File: config.mk
export PLATFORM = sky130hd
export DESIGN_NAME = rr_grant_arbiter4
export DESIGN_NICKNAME = d
export VERILOG_FILES = /design/src/rtl/rr_grant_arbiter4_pkg.sv /design/src/rtl/rr_grant_arbiter4_pick.sv /design/src/rtl/rr_grant_arbiter4.sv
export SDC_FILE = /design/constraint.sdc
export NUM_CORES = 1
export LEC_CHECK = 0
export CAP_MARGIN = 0
export CORE_UTILIZATION = 40
export CTS_CLUSTER_DIAMETER = 60
export CTS_CLUSTER_SIZE = 8
export DETAILED_ROUTE_END_ITERATION = 7
export PLACE_DENSITY = 0.75
export SLEW_MARGIN = 20
export SYNTH_ARGS = -nofsm -noshare
export SYNTH_HDL_FRONTEND = slang
export SYNTH_HIERARCHICAL = 1
export SYNTH_SLANG_ARGS = --single-unit
File: constraint.sdc
create_clock -name clk -period 2.3 [get_ports clk]
set_clock_uncertainty 0.1 [all_clocks]
set_input_delay 0.23 -clock clk [delete_from_list [all_inputs] [get_ports clk]]
set_output_delay 0.23 -clock clk [all_outputs]
set_load 0.02 [all_outputs]
File: src/rtl/rr_grant_arbiter4_pkg.sv
// Shared definitions for the 4-way round-robin arbiter: state codes, debug view
// and the index-to-one-hot helper used by other arbitration blocks.
package rr_grant_arbiter4_pkg;

    localparam int NUM_REQ = 4;

    localparam logic [0:0] ST_IDLE  = 1'b0;
    localparam logic [0:0] ST_GRANT = 1'b1;

    typedef struct packed {
        logic [0:0] state;
        logic [1:0] ptr;
        logic [1:0] idx;
    } arb_dbg_t;

    function automatic logic [NUM_REQ-1:0] idx_to_onehot(input logic [1:0] idx);
        logic [NUM_REQ-1:0] oh;
        oh      = '0;
        oh[idx] = 1'b1;
        return oh;
    endfunction

endpackage

File: src/rtl/rr_grant_arbiter4_pick.sv
// Combinational rotate-and-find-first: first set req bit at or after ptr, mod 4.
module rr_pick4
    import rr_grant_arbiter4_pkg::*;
(
    input  logic [NUM_REQ-1:0] req,
    input  logic [1:0]         ptr,
    output logic               found,
    output logic [1:0]         idx
);

    logic [1:0] pos;

    // Walk from the farthest slot back to ptr so the nearest hit is written last.
    always_comb begin
        found = 1'b0;
        idx   = '0;
        pos   = '0;
        for (int k = NUM_REQ - 1; k >= 0; k--) begin
            pos = ptr + 2'(k);
            if (req[pos]) begin
                found = 1'b1;
                idx   = pos;
            end
        end
    end

endmodule

File: src/rtl/rr_grant_arbiter4.sv
// Four-requester round-robin arbiter with hold timeout; drives the one-hot word
// and enable of the downstream 4-to-2 priority encoder.
module rr_grant_arbiter4
    import rr_grant_arbiter4_pkg::*;
#(
    parameter int MAX_HOLD = 15,
    parameter int HOLD_W   = 4
) (
    input  logic               clk,
    input  logic               rst,
    input  logic [NUM_REQ-1:0] req,
    input  logic               done,
    output logic [NUM_REQ-1:0] grant,
    output logic               grant_valid,
    output logic               timeout,
    output arb_dbg_t           dbg
);

    localparam logic [HOLD_W-1:0] HOLD_LAST = HOLD_W'(MAX_HOLD - 1);

    logic [0:0]         state_q, state_d;
    logic [1:0]         ptr_q, ptr_d;
    logic [1:0]         idx_q, idx_d;
    logic [HOLD_W-1:0]  hold_q, hold_d;
    logic [NUM_REQ-1:0] grant_q, grant_d;
    logic               valid_q, valid_d;
    logic               timeout_q, timeout_d;

    logic               pick_found;
    logic [1:0]         pick_idx;

    rr_pick4 u_pick (
        .req   (req),
        .ptr   (ptr_q),
        .found (pick_found),
        .idx   (pick_idx)
    );

    always_comb begin
        state_d   = state_q;
        ptr_d     = ptr_q;
        idx_d     = idx_q;
        hold_d    = hold_q;
        grant_d   = grant_q;
        valid_d   = valid_q;
        timeout_d = 1'b0;
        case (state_q)
            ST_IDLE: begin
                if (pick_found) begin
                    state_d = ST_GRANT;
                    idx_d   = pick_idx;
                    ptr_d   = pick_idx + 2'd1;
                    hold_d  = '0;
                    grant_d = idx_to_onehot(pick_idx);
                    valid_d = 1'b1;
                end
            end
            ST_GRANT: begin
                // Owner release beats the hold limit, so a coinciding done never flags timeout.
                if (done || !req[idx_q]) begin
                    state_d = ST_IDLE;
                    grant_d = '0;
                    valid_d = 1'b0;
                end else if (hold_q == HOLD_LAST) begin
                    state_d   = ST_IDLE;
                    grant_d   = '0;
                    valid_d   = 1'b0;
                    timeout_d = 1'b1;
                end else begin
                    hold_d = hold_q + HOLD_W'(1);
                end
            end
            default: begin
                state_d = ST_IDLE;
                grant_d = '0;
                valid_d = 1'b0;
            end
        endcase
    end

    always_ff @(posedge clk or posedge rst) begin
        if (rst) begin
            state_q   <= ST_IDLE;
            ptr_q     <= '0;
            idx_q     <= '0;
            hold_q    <= '0;
            grant_q   <= '0;
            valid_q   <= 1'b0;
            timeout_q <= 1'b0;
        end else begin
            state_q   <= state_d;
            ptr_q     <= ptr_d;
            idx_q     <= idx_d;
            hold_q    <= hold_d;
            grant_q   <= grant_d;
            valid_q   <= valid_d;
            timeout_q <= timeout_d;
        end
    end

    assign grant       = grant_q;
    assign grant_valid = valid_q;
    assign timeout     = timeout_q;
    assign dbg         = '{state: state_q, ptr: ptr_q, idx: idx_q};

endmodule

==> impl_metrics.tcl <==
set metrics [dict create \
    die_area_sq_mm 0.00238 \
    htree_levels 1 \
    overflow 0 \
    relSlewSlack_pct 61.2 \
    track_usage_pct 16.5 \
    pwr-share-seq_pct 37.2 \
    die_y_um 48.8 \
    fin_nets 126 \
    boundaryPins 18 \
    ys_ff_latch 15 \
    cts_setup_buffers 0 \
    crit_family "buffers and inverters" \
    worst-path-buf-inv 1 \
    status "completed" \
    grt_max_degree 16 \
    routed-wl-met2_um 747 \
    cts_tree "built" \
    cp-start-kind "flip-flop" \
    syn_to_final_growth_pct 24.5 \
    synth_top_cell_by_area "dfrtp_1" \
    routed-wl-met3_um 66 \
    setup_viol 0 \
    layout.cells.non_filler 139 \
    numCtsBuffers 3 \
    crit_type "reg2out" \
    antenna_found_initial 0 \
    crit_slowest_cell "clkdlybuf4s50_1" \
    drt-vias-per-instance 5.04 \
    insertion_delay_ps 290 \
    clkTransAtPathRegs_ps 90 \
    clock-sinks 15 \
    hold_buffers 0 \
    powerDensity_mw_per_mm2 1160 \
    p_sw_mw 0.549 \
    p_comb_share_pct 50.2 \
    drv_slew 0 \
    root_buffer "clkbuf_4" \
    hold_viol 0 \
    power.internal_mw 0.715 \
    cp_slowest_stage_delay_ps 680 \
    cap_viol_max_count 0 \
    place_inst 135 \
    cp_max_fo 12 \
    met1Wirelength_um 861 \
    tns_ps 0 \
    period_minus_slack_ps 1890 \
    syn_area_sq_um 875 \
    final_cell_mix "17 x clkdlybuf4s50_1, 15 x dfrtp_1, 14 x nand2_1" \
    die_w_um 48.8 \
    drt_iter0_drc 7 \
    wirelength_um 1700 \
    initial_utilization_pct 43.7 \
    yosysSeqAreaShare_pct 42.9 \
    p_leak_nw 0.495 \
    gp_congestion 0.815 \
    synth_top_area_share_pct 42.9 \
    end_kind "primary output" \
    grt_pass1_vias 668 \
    final_core_util_pct 54.4 \
    fmax_mhz 529 \
    min_path_type "in2async" \
    routed.top_layer "met4" \
    syn_inst 94 \
    yosysUniqueCellTypes 26 \
    fin_crit_sh_pct 82.2 \
    rows 16 \
    grt_pass1_wl_um 2970 \
    ys_warn_count 6 \
    synthTopCellsByArea "dfrtp_1 43%, ha_1 8.6%, mux2i_1 6.9%" \
    switching_share_pct 43.5 \
    drive_gt1_share_pct 5.36 \
    peakVddDrop_v 0.000633 \
    power_frac_clock_pct 12.6 \
    dp_hpwl_um 1280 \
    syn_avg_cell_area_sq_um 9.30 \
    antenna_cells 0 \
    cp.arrival_ps 1560 \
    drc 0 \
    tightest_slew_ps 581 \
    worstPathCellList "clkdlybuf4s50_1" \
    critPathRequiredTime_ps 1970 \
    drt-wirelength-per-cell_um 12.2 \
    cts_buffer_depth 2 \
    syn_nets 107 \
    antenna_left 0 \
    postCtsResizedCells 0 \
    drtPass1Iterations 4 \
    port_buffers 17 \
    core_sq_mm 0.00200 \
    rsz0062_at_grt "false" \
    vias 700 \
    final_common_cell "clkdlybuf4s50_1" \
]
[synthesized netlist by cell type]
library cell,instances
nand3_1,2
a22oi_1,3
o22ai_4,1
o21ai_1,1
buf_2,1
a21oi_1,5
nand2_1,14
mux2i_1,6
buf_4,1
ha_1,6
a211oi_1,1
nand3_4,1
a211oi_2,1
or2b_1,1
nor3b_1,1
clkbuf_1,1
inv_1,10
o21bai_1,1
nor2_1,8
dfrtp_1,15
a311oi_1,2
or2_1,1
o22ai_1,1
and3_1,1
nand2b_1,3
o21ai_0,6
[power by group through the flow]
stage	clock, mW	combinational (mW)	sequential [mW]
global placement	0	0.630	0.474
CTS	0.168	0.640	0.472
detailed placement	0	0.636	0.478
finish	0.159	0.634	0.470
global route	0.176	0.697	0.490
floorplan	0	0.358	0.525
[registers in the layout (all words and copies together), names as in the netlist]
register and flops:
hold_q 4, grant 4, grant_valid 1, state_q 1, ptr_q 2, idx_q 2
timeout 1
[metrics by stage]
stage	instance area [sq um]	setup WS, ps	power (mW)	hold WS, ps
floorplan	875	583	0.883	31.5
global placement	1060	326	1.10	391
detailed placement	1060	195	1.11	394
CTS	1090	393	1.28	209
global route	1090	337	1.36	245
finish	1090	409	1.26	187
[worst paths after layout]
check                           slack (ps)  depth (start not counted)         to  startpoint
worst max-delay path                   410                          1     dbg[4]     state_q
worst min-delay path                   190                          2    timeout         rst
worst max register to register         510                          6   grant[2]    ptr_q[1]
worst min register to register         400                          1  hold_q[0]   hold_q[0]
max in group asynchronous             1540                          2   ptr_q[0]         rst
min in group clk                       400                          1  hold_q[0]   hold_q[0]
[cells by family after synthesis]
family          count (synthesis)  share of synthesized area (%)
fa+ha+maj                       6                           8.58
mux                             6                           6.87
simple gates                   32                           17.9
flops                          15                           42.9
buf+inv                        13                           6.15
compound gates                 22                           17.6
[cell type report]
cell class | instances | area (sq um)
Inverter | 10 | 37.5
Fill cell | 195 | 913
Clock buffer | 4 | 26.3
Multi-Input combinational cell | 66 | 445
Sequential cell | 15 | 375
Timing Repair Buffer | 17 | 170
Tap cell | 27 | 33.8
[per-layer routing]
metal	vias up	track usage [%]
met5	-	0
met4	0	8.82
met3	4	4.72
met2	19	23.1
met1	322	22.7
li1	355	-
Power figures use the tool's default switching activity.
